<file path="src/rtl/fetch_pkg.sv">
// Shared types and constants for the instruction-fetch front end.
package fetch_pkg;

  localparam int XLEN = 64;
  localparam logic [31:0] NOP_INSTR = 32'h0000_0013;

  typedef struct packed {
    logic [XLEN-1:0] pc;
    logic [31:0]     instr;
  } fetch_entry_t;

endpackage : fetch_pkg

</file>
<file path="src/rtl/fetch_fifo.sv">
// Synchronous FIFO of fetched {pc, instr} pairs; flush dominates push and pop.
module fetch_fifo
  import fetch_pkg::*;
#(
  parameter int  DEPTH = 4,
  localparam int CW    = $clog2(DEPTH + 1)
) (
  input  logic         clk,
  input  logic         rst,
  input  logic         push_i,
  input  fetch_entry_t push_data_i,
  input  logic         pop_i,
  input  logic         flush_i,
  output fetch_entry_t head_o,
  output logic         empty_o,
  output logic [CW-1:0] count_o
);

  localparam int AW = $clog2(DEPTH);

  fetch_entry_t    mem_q [DEPTH];
  logic [AW-1:0]   wr_ptr_q;
  logic [AW-1:0]   rd_ptr_q;
  logic [CW-1:0]   count_q;

  // NOTE: sequential state uses non-blocking (<=) so every register samples pre-edge values.
  always_ff @(posedge clk or negedge rst) begin
    if (!rst) begin
      wr_ptr_q <= '0;
      rd_ptr_q <= '0;
      count_q  <= '0;
    end else if (flush_i) begin
      wr_ptr_q <= '0;
      rd_ptr_q <= '0;
      count_q  <= '0;
    end else begin
      if (push_i) wr_ptr_q <= wr_ptr_q + AW'(1);
      if (pop_i)  rd_ptr_q <= rd_ptr_q + AW'(1);
      count_q <= count_q + CW'(push_i) - CW'(pop_i);
    end
  end

  // NOTE: storage is deliberately not reset; pointers and count alone define which slots are live.
  always_ff @(posedge clk) begin
    if (push_i && !flush_i) mem_q[wr_ptr_q] <= push_data_i;
  end

  assign head_o  = mem_q[rd_ptr_q];
  assign empty_o = (count_q == '0);
  assign count_o = count_q;

endmodule : fetch_fifo

</file>
<file path="src/rtl/fetch_unit.sv">
// Instruction-fetch front end: sequential PC generation, credit-limited imem requests,
// response buffering and redirect handling with in-flight response discard.
module fetch_unit
  import fetch_pkg::*;
#(
  parameter int              DEPTH     = 4,
  parameter int              MAX_OUTST = 2,
  parameter logic [XLEN-1:0] RESET_PC  = '0
) (
  input  logic            clk,
  input  logic            rst,
  input  logic            redirect_valid,
  input  logic [XLEN-1:0] redirect_pc,
  output logic            imem_req_valid,
  input  logic            imem_req_ready,
  output logic [XLEN-1:0] imem_req_addr,
  input  logic            imem_resp_valid,
  input  logic [31:0]     imem_resp_data,
  output logic            if_valid,
  input  logic            if_ready,
  output logic [31:0]     if_instr,
  output logic [XLEN-1:0] if_pc
);

  localparam int CW = $clog2(DEPTH + 1);
  localparam int OW = $clog2(MAX_OUTST + 1);

  logic [XLEN-1:0] fetch_pc_q, fetch_pc_d;
  logic [XLEN-1:0] resp_pc_q,  resp_pc_d;
  logic [OW-1:0]   outst_q,    outst_d;
  logic [OW-1:0]   drop_q,     drop_d;

  logic [CW-1:0]   fifo_count;
  logic            fifo_empty;
  logic            push, pop;
  fetch_entry_t    push_entry, head_entry;
  logic [CW:0]     credit_used;
  logic            issue_fire, resp_ok;

  // Buffered entries plus requests in flight may never exceed DEPTH, so no response overflows.
  assign credit_used    = (CW+1)'(fifo_count) + (CW+1)'(outst_q);
  assign imem_req_valid = rst && !redirect_valid
                          && (outst_q < OW'(MAX_OUTST))
                          && (credit_used < (CW+1)'(DEPTH));
  assign imem_req_addr  = fetch_pc_q;
  assign issue_fire     = imem_req_valid && imem_req_ready;

  assign resp_ok    = imem_resp_valid && (outst_q != '0);
  assign push       = resp_ok && !redirect_valid && (drop_q == '0);
  assign push_entry = '{pc: resp_pc_q, instr: imem_resp_data};

  assign if_valid = !redirect_valid && !fifo_empty;
  assign pop      = if_valid && if_ready;
  assign if_instr = fifo_empty ? NOP_INSTR : head_entry.instr;
  assign if_pc    = fifo_empty ? '0 : head_entry.pc;

  fetch_fifo #(.DEPTH(DEPTH)) u_fifo (
    .clk         (clk),
    .rst         (rst),
    .push_i      (push),
    .push_data_i (push_entry),
    .pop_i       (pop),
    .flush_i     (redirect_valid),
    .head_o      (head_entry),
    .empty_o     (fifo_empty),
    .count_o     (fifo_count)
  );

  // NOTE: every _d gets a default before any branch, so no path leaves a latch.
  always_comb begin
    fetch_pc_d = fetch_pc_q;
    resp_pc_d  = resp_pc_q;
    drop_d     = drop_q;
    outst_d    = outst_q + OW'(issue_fire) - OW'(resp_ok);
    if (redirect_valid) begin
      fetch_pc_d = redirect_pc;
      resp_pc_d  = redirect_pc;
      // Everything still in flight after this cycle belongs to the abandoned stream.
      drop_d     = outst_q - OW'(resp_ok);
    end else begin
      if (issue_fire) fetch_pc_d = fetch_pc_q + XLEN'(4);
      if (resp_ok) begin
        if (drop_q != '0) drop_d    = drop_q - OW'(1);
        else              resp_pc_d = resp_pc_q + XLEN'(4);
      end
    end
  end

  always_ff @(posedge clk or negedge rst) begin
    if (!rst) begin
      fetch_pc_q <= RESET_PC;
      resp_pc_q  <= RESET_PC;
      outst_q    <= '0;
      drop_q     <= '0;
    end else begin
      fetch_pc_q <= fetch_pc_d;
      resp_pc_q  <= resp_pc_d;
      outst_q    <= outst_d;
      drop_q     <= drop_d;
    end
  end

endmodule : fetch_unit

</file>
<file path="config.mk">
export PLATFORM = sky130hd
export DESIGN_NAME = fetch_unit
export DESIGN_NICKNAME = d
export VERILOG_FILES = /design/src/rtl/fetch_pkg.sv /design/src/rtl/fetch_fifo.sv /design/src/rtl/fetch_unit.sv
export SDC_FILE = /design/constraint.sdc
export NUM_CORES = 1
export LEC_CHECK = 0
export BUFFER_PORTS_ARGS = -buffer_cell sky130_fd_sc_hd__clkbuf_2
export CAP_MARGIN = 20
export CORE_ASPECT_RATIO = 0.9
export CORE_MARGIN = 2
export CORE_UTILIZATION = 27
export CTS_BUF_LIST = sky130_fd_sc_hd__clkbuf_4
export DETAILED_ROUTE_END_ITERATION = 7
export GPL_TIMING_DRIVEN = 0
export HOLD_SLACK_MARGIN = 0.02
export SETUP_SLACK_MARGIN = 0.3
export SLEW_MARGIN = 5
export SYNTH_ARGS = -nofsm -noshare
export SYNTH_HDL_FRONTEND = slang
export SYNTH_SLANG_ARGS = --single-unit
</file>
<file path="constraint.sdc">
create_clock -name clk -period 10.4 [get_ports clk]
set_input_delay 3.12 -clock clk [delete_from_list [all_inputs] [get_ports clk]]
set_output_delay 3.12 -clock clk [all_outputs]
set_load 0.02 [all_outputs]
</file>
Yosys cells after proc, flatten, opt, wreduce, memory -nomap -nowiden
Memories as Yosys holds them, arrays and structs flattened.
Index checks and enable logic that the tools add are counted.
{"block": "classes", "n_addsub": 11, "shift": 0, "bitwise_logic": 0, "n_reduce_logical": 23, "div_mod_pow": 0, "magnitude_cmp": 2, "n_eq_ne": 1, "n_mul": 0, "n_mux": 17}
{"operator": "$mux W64", "count": 6}
{"operator": "$add A64 B3 Y64 const B", "count": 2}
{"operator": "$mux W32", "count": 1}
{"operator": "$mux W2", "count": 7}
{"operator": "$reduce_bool A2 Y1", "count": 7}
{"operator": "$logic_and A1 B1 Y1", "count": 10}
{"operator": "$add A2 B1 Y2 const B", "count": 2}
{"operator": "$add A3 B2 Y4", "count": 1}
{"operator": "$lt A4 B3 Y1 const B", "count": 1}
{"operator": "$reduce_and A2 Y1", "count": 2}
{"operator": "$sub A2 B1 Y2", "count": 2}
{"operator": "$add A3 B1 Y3", "count": 1}
{"operator": "$logic_not A3 Y1", "count": 1}
{"operator": "$mux W3", "count": 1}
{"operator": "$sub A3 B1 Y3", "count": 1}
{"operator": "$add A2 B1 Y2", "count": 1}
{"operator": "$logic_not A1 Y1", "count": 2}
{"operator": "$logic_not A2 Y1", "count": 1}
{"operator": "$lt A2 B2 Y1 const B", "count": 1}
{"operator": "$mux W1", "count": 2}
{"operator": "$ne A2 B2 Y1 const B", "count": 1}
{"operator": "$sub A2 B1 Y2 const B", "count": 1}
{"block": "word_totals", "wordCells": 62, "latchBits": 0, "mem_bits_ro": 0, "mem_count": 1, "output_inout_bits": 162, "ram_bits": 384, "ff_bits": 139}
{"memory": "u_fifo.mem_q", "depth": 4, "width": 96, "rd": 1, "rd_clocked_by_memory_dff": 0, "wr": 1, "line_no": "fetch_fifo.sv:21", "text": "fetch_entry_t mem_q [DEPTH];"}

Depth between registers and ports, before layout
{"block": "depth", "depth_word": 7, "mapped_depth": 12, "depth_no_buf": 10}

Hierarchy
Synthesis repeated with hierarchy kept, for this count alone.
{"block": "unflattened", "hier_cells": 1574, "hier_area_um2": 22930.7}
{"module": "fetch_fifo", "cells_per_inst": 540, "seq_area_each_um2": 11706.2, "area_each_um2": 14267.4, "instances": 1}
{"module": "fetch_unit", "cells_per_inst": 1034, "seq_area_each_um2": 3303.2, "area_each_um2": 8663.3, "instances": 1}

Least setup slack after synthesis
Ideal clock, no wire load.
{"block": "synth_path", "path_type": "input -> output", "startpoint": "input port redirect_valid", "endpoint": "output port if_valid", "path_buffers": 3, "cell_stages": 4, "t_required_ns": 7.280, "t_arrival_ns": 4.102, "path_slack_ns": 3.178, "cell_sequence": "clkbuf_1 > clkbuf_1 > buf_1 > nor2_1"}
{"block": "synth_via", "elab_chain_cells": 2}
{"item": "from (decl)", "line_no": "fetch_unit.sv:12", "text": "input logic redirect_valid,"}
{"item": "$logic_not A1 Y1", "line_no": "fetch_unit.sv:52", "text": "assign if_valid = !redirect_valid && !fifo_empty;"}
{"item": "$logic_and A1 B1 Y1", "line_no": "fetch_unit.sv:52"}
{"item": "to (decl)", "line_no": "fetch_unit.sv:19", "text": "output logic if_valid,"}
Every way passes these cells.

Worst setup path in the final report
Ends and elaborated chain as after synthesis.

==> impl_metrics.json <==
{
  "path_clk_slew_ns": 0.07,
  "cp.required_ns": 7.28,
  "crit_type": "in2out",
  "yosysSeqAreaShare_pct": 66.8,
  "fin_util_pct": 33.0,
  "power_density_mw_per_mm2": 218,
  "postSynthRegisterBits": 523,
  "reg2reg_depth": 11,
  "vdd.ir_drop.worst_uv": 105,
  "path_max_fanout": 10,
  "die_x_um": 308,
  "drt_wl_total_um": 70100,
  "gr-total-overflow": 0,
  "layout-drive-gt1-share_pct": 32.6,
  "period_share_pct": 79.7,
  "grt_max_degree": 89,
  "end_kind": "primary output",
  "gp_congestion": 0.886,
  "ios": 264,
  "dr.pass1.iters": 5,
  "area_growth_pct": 21.2,
  "place_hpwl_um": 50400,
  "holdPathStages": 2,
  "ant_nets": 0,
  "syn_area_per_cell_sq_um": 15.0,
  "rsz0062_at_grt": "false",
  "tightest_slew_ns": 1.07,
  "layout_common_cells": "edfxtp_1, clkbuf_2, clkbuf_4, dfrtp_1, nand2_1",
  "synth_edf_count": 384,
  "cts_tree": "built",
  "cts_made_buffers": 142,
  "initial_core_util_pct": 27.2,
  "grt_pass1_vias": 15500,
  "cp_data_arrival_time_ns": 5.17,
  "grt_usage_pct": 16.3,
  "setup_viol": 0,
  "cts.sinks": 523,
  "drtIter0Drc": 1548,
  "die_area_sq_mm": 0.0856,
  "final.min_clock_period_ns": 8.29,
  "core-area_sq_mm": 0.0826,
  "post-cts-setup-buffers": 0,
  "skew_ns": 0.0723,
  "final_common_cell": "edfxtp_1",
  "root_buffer": "clkbuf_4",
  "layout.nets": 2034,
  "cts_resized": 0,
  "clock_latency_ns": 0.99,
  "synthArstFlopShare_pct": 26.6,
  "portBuffers": 263,
  "wl_per_cell_um": 22.6,
  "start_kind": "input pin",
  "die_y_um": 278,
  "drc": 0,
  "tns_ns": 0,
  "syn_area_sq_mm": 0.0225,
  "maxSlewHeadroom_pct": 27.9,
  "synth_nets": 1617,
  "vias": 15300,
  "synthCells": 1501,
  "cts_max_level": 4,
  "synth_cell_types": 64,
  "hold_buffers": 0,
  "cap_violations": 0,
  "rows": 100,
  "antenna_found_initial": 10,
  "ys_warn_count": 0,
  "final_hold_viol_count": 0,
  "status": "completed",
  "drv_slew": 0,
  "grt_pass1_wl_um": 102000,
  "ys.flop_type": "edfxtp_1",
  "hp-class": "reg2reg",
  "clock_path_buffers": 3,
  "routed_via_density": 4.92,
  "power_leakage_uw": 0.00989,
  "clock.fmax_mhz": 121
}
==> cells in the mapped netlist (3+ instances only) <==
library cell  instances  area [sq um]
a21oi_1              23           115
a31oi_1               8          50.1
a41oi_1               3          26.3
and2_1              102           638
and3_1               26           163
and4_1               15           131
buf_1                10          37.5
buf_2                12          60.1
clkbuf_1             43           161
dfrtp_1             139          3480
edfxtp_1            384         11500
ha_1                 13           163
inv_1                27           101
mux2_2               14           158
mux2i_1               5          50.1
mux4_2               96          2160
nand2_1             112           420
nand3_1              80           400
nand4_1              36           225
nand4_2               5          62.6
nor2_1               62           233
nor2b_1               3          18.8
nor3_1               23           115
nor4_1               17           106
nor4_4                3          63.8
o211ai_1             26           195
o21ai_0              71           355
o311ai_0             13           114
or2_2                 3          18.8
or3_1                 5          31.3
xnor2_1              43           377
xor2_1               37           324
==> sequential cells by signal (all words and copies together) (netlist names) <==
name             flops
u_fifo.wr_ptr_q      2
u_fifo.count_o       3
u_fifo.mem_q       384
u_fifo.rd_ptr_q      2
drop_q               2
outst_q              2
imem_req_addr       64
resp_pc_q           64
==> metrics by stage <==
step | hold slack, ns | power [uW] | worst slack [ns] | cell area [sq um] | instances
2_1_floorplan | 0.476 | 3520 | 3.18 | 22500 | 1501
5_1_grt | 0.575 | 6280 | 1.95 | 27300 | 3100
6_report | 0.521 | 5940 | 2.11 | 27300 | 3101
4_1_cts | 0.531 | 6060 | 2.11 | 27200 | 3095
3_5_place_dp | 0.519 | 4170 | 2.12 | 25400 | 2844
3_3_place_gp | 0.527 | 4140 | 0.384 | 25100 | 2835
==> logic make-up (layout without fill, tap and decap cells) <==
kind of cell | count (synthesis) | count (layout) | share of synthesized area (%)
and+or+nand+nor | 513 | 513 | 12.6
other | 0 | 5 | 0
xor gates and xnor gates | 80 | 80 | 3.12
DFF | 523 | 523 | 66.8
muxes | 115 | 115 | 10.5
buffers and inverters | 94 | 618 | 1.65
adders and majority gates | 14 | 14 | 0.812
AOI/OAI and AO/OA | 162 | 162 | 4.54
==> critical path: stages <==
cell and delay (ns):
clkbuf_2 0.17, clkbuf_1 0.39, clkbuf_1 0.63, buf_1 0.49, nor2_1 0.12, clkbuf_2 0.23
==> per-layer routing <==
layer / track usage [%] / routed length, um
met5: 0 / 36
met4: 5.79 / 1820
met1: 21.7 / 29800
met2: 24.8 / 31800
met3: 5.68 / 6580
==> final cells by class <==
cell class              instances  area, sq um
clock buffers                 214         1610
plain buffers                  66          267
flip-flops and latches        523        15000
inverters                      28          105
multi-input cells             884         7110
repair buffers                273         1580
well taps                    1071         1340
diodes                          5         12.5
clock inverters                37          226
fillers                      8194        55300
==> power by group <==
| group | internal, uW | total (uW) | switching [uW] |
|---|---|---|---|
| clock | 973 | 1860 | 887 |
| sequential | 2390 | 2530 | 143 |
| combinational | 594 | 1550 | 957 |
==> path summary, 6_finish.rpt <==
path                                                    from                       endpoint  slack (ns)
min in group asynchronous                                rst  imem_req_addr[42]$_DFFE_PN0P_        2.10
worst min register to register  imem_req_addr[1]$_DFFE_PN0P_   imem_req_addr[1]$_DFFE_PN0P_        0.52
worst max register to register   u_fifo.count_o[1]$_DFF_PN0_    u_fifo.count_o[2]$_DFF_PN0_        7.09
worst max-delay path                          redirect_valid                       if_valid        2.11
max in group asynchronous                                rst       resp_pc_q[6]$_DFFE_PN0P_        7.42
worst min-delay path            imem_req_addr[1]$_DFFE_PN0P_   imem_req_addr[1]$_DFFE_PN0P_        0.52
(Power assumes the default switching activity.)
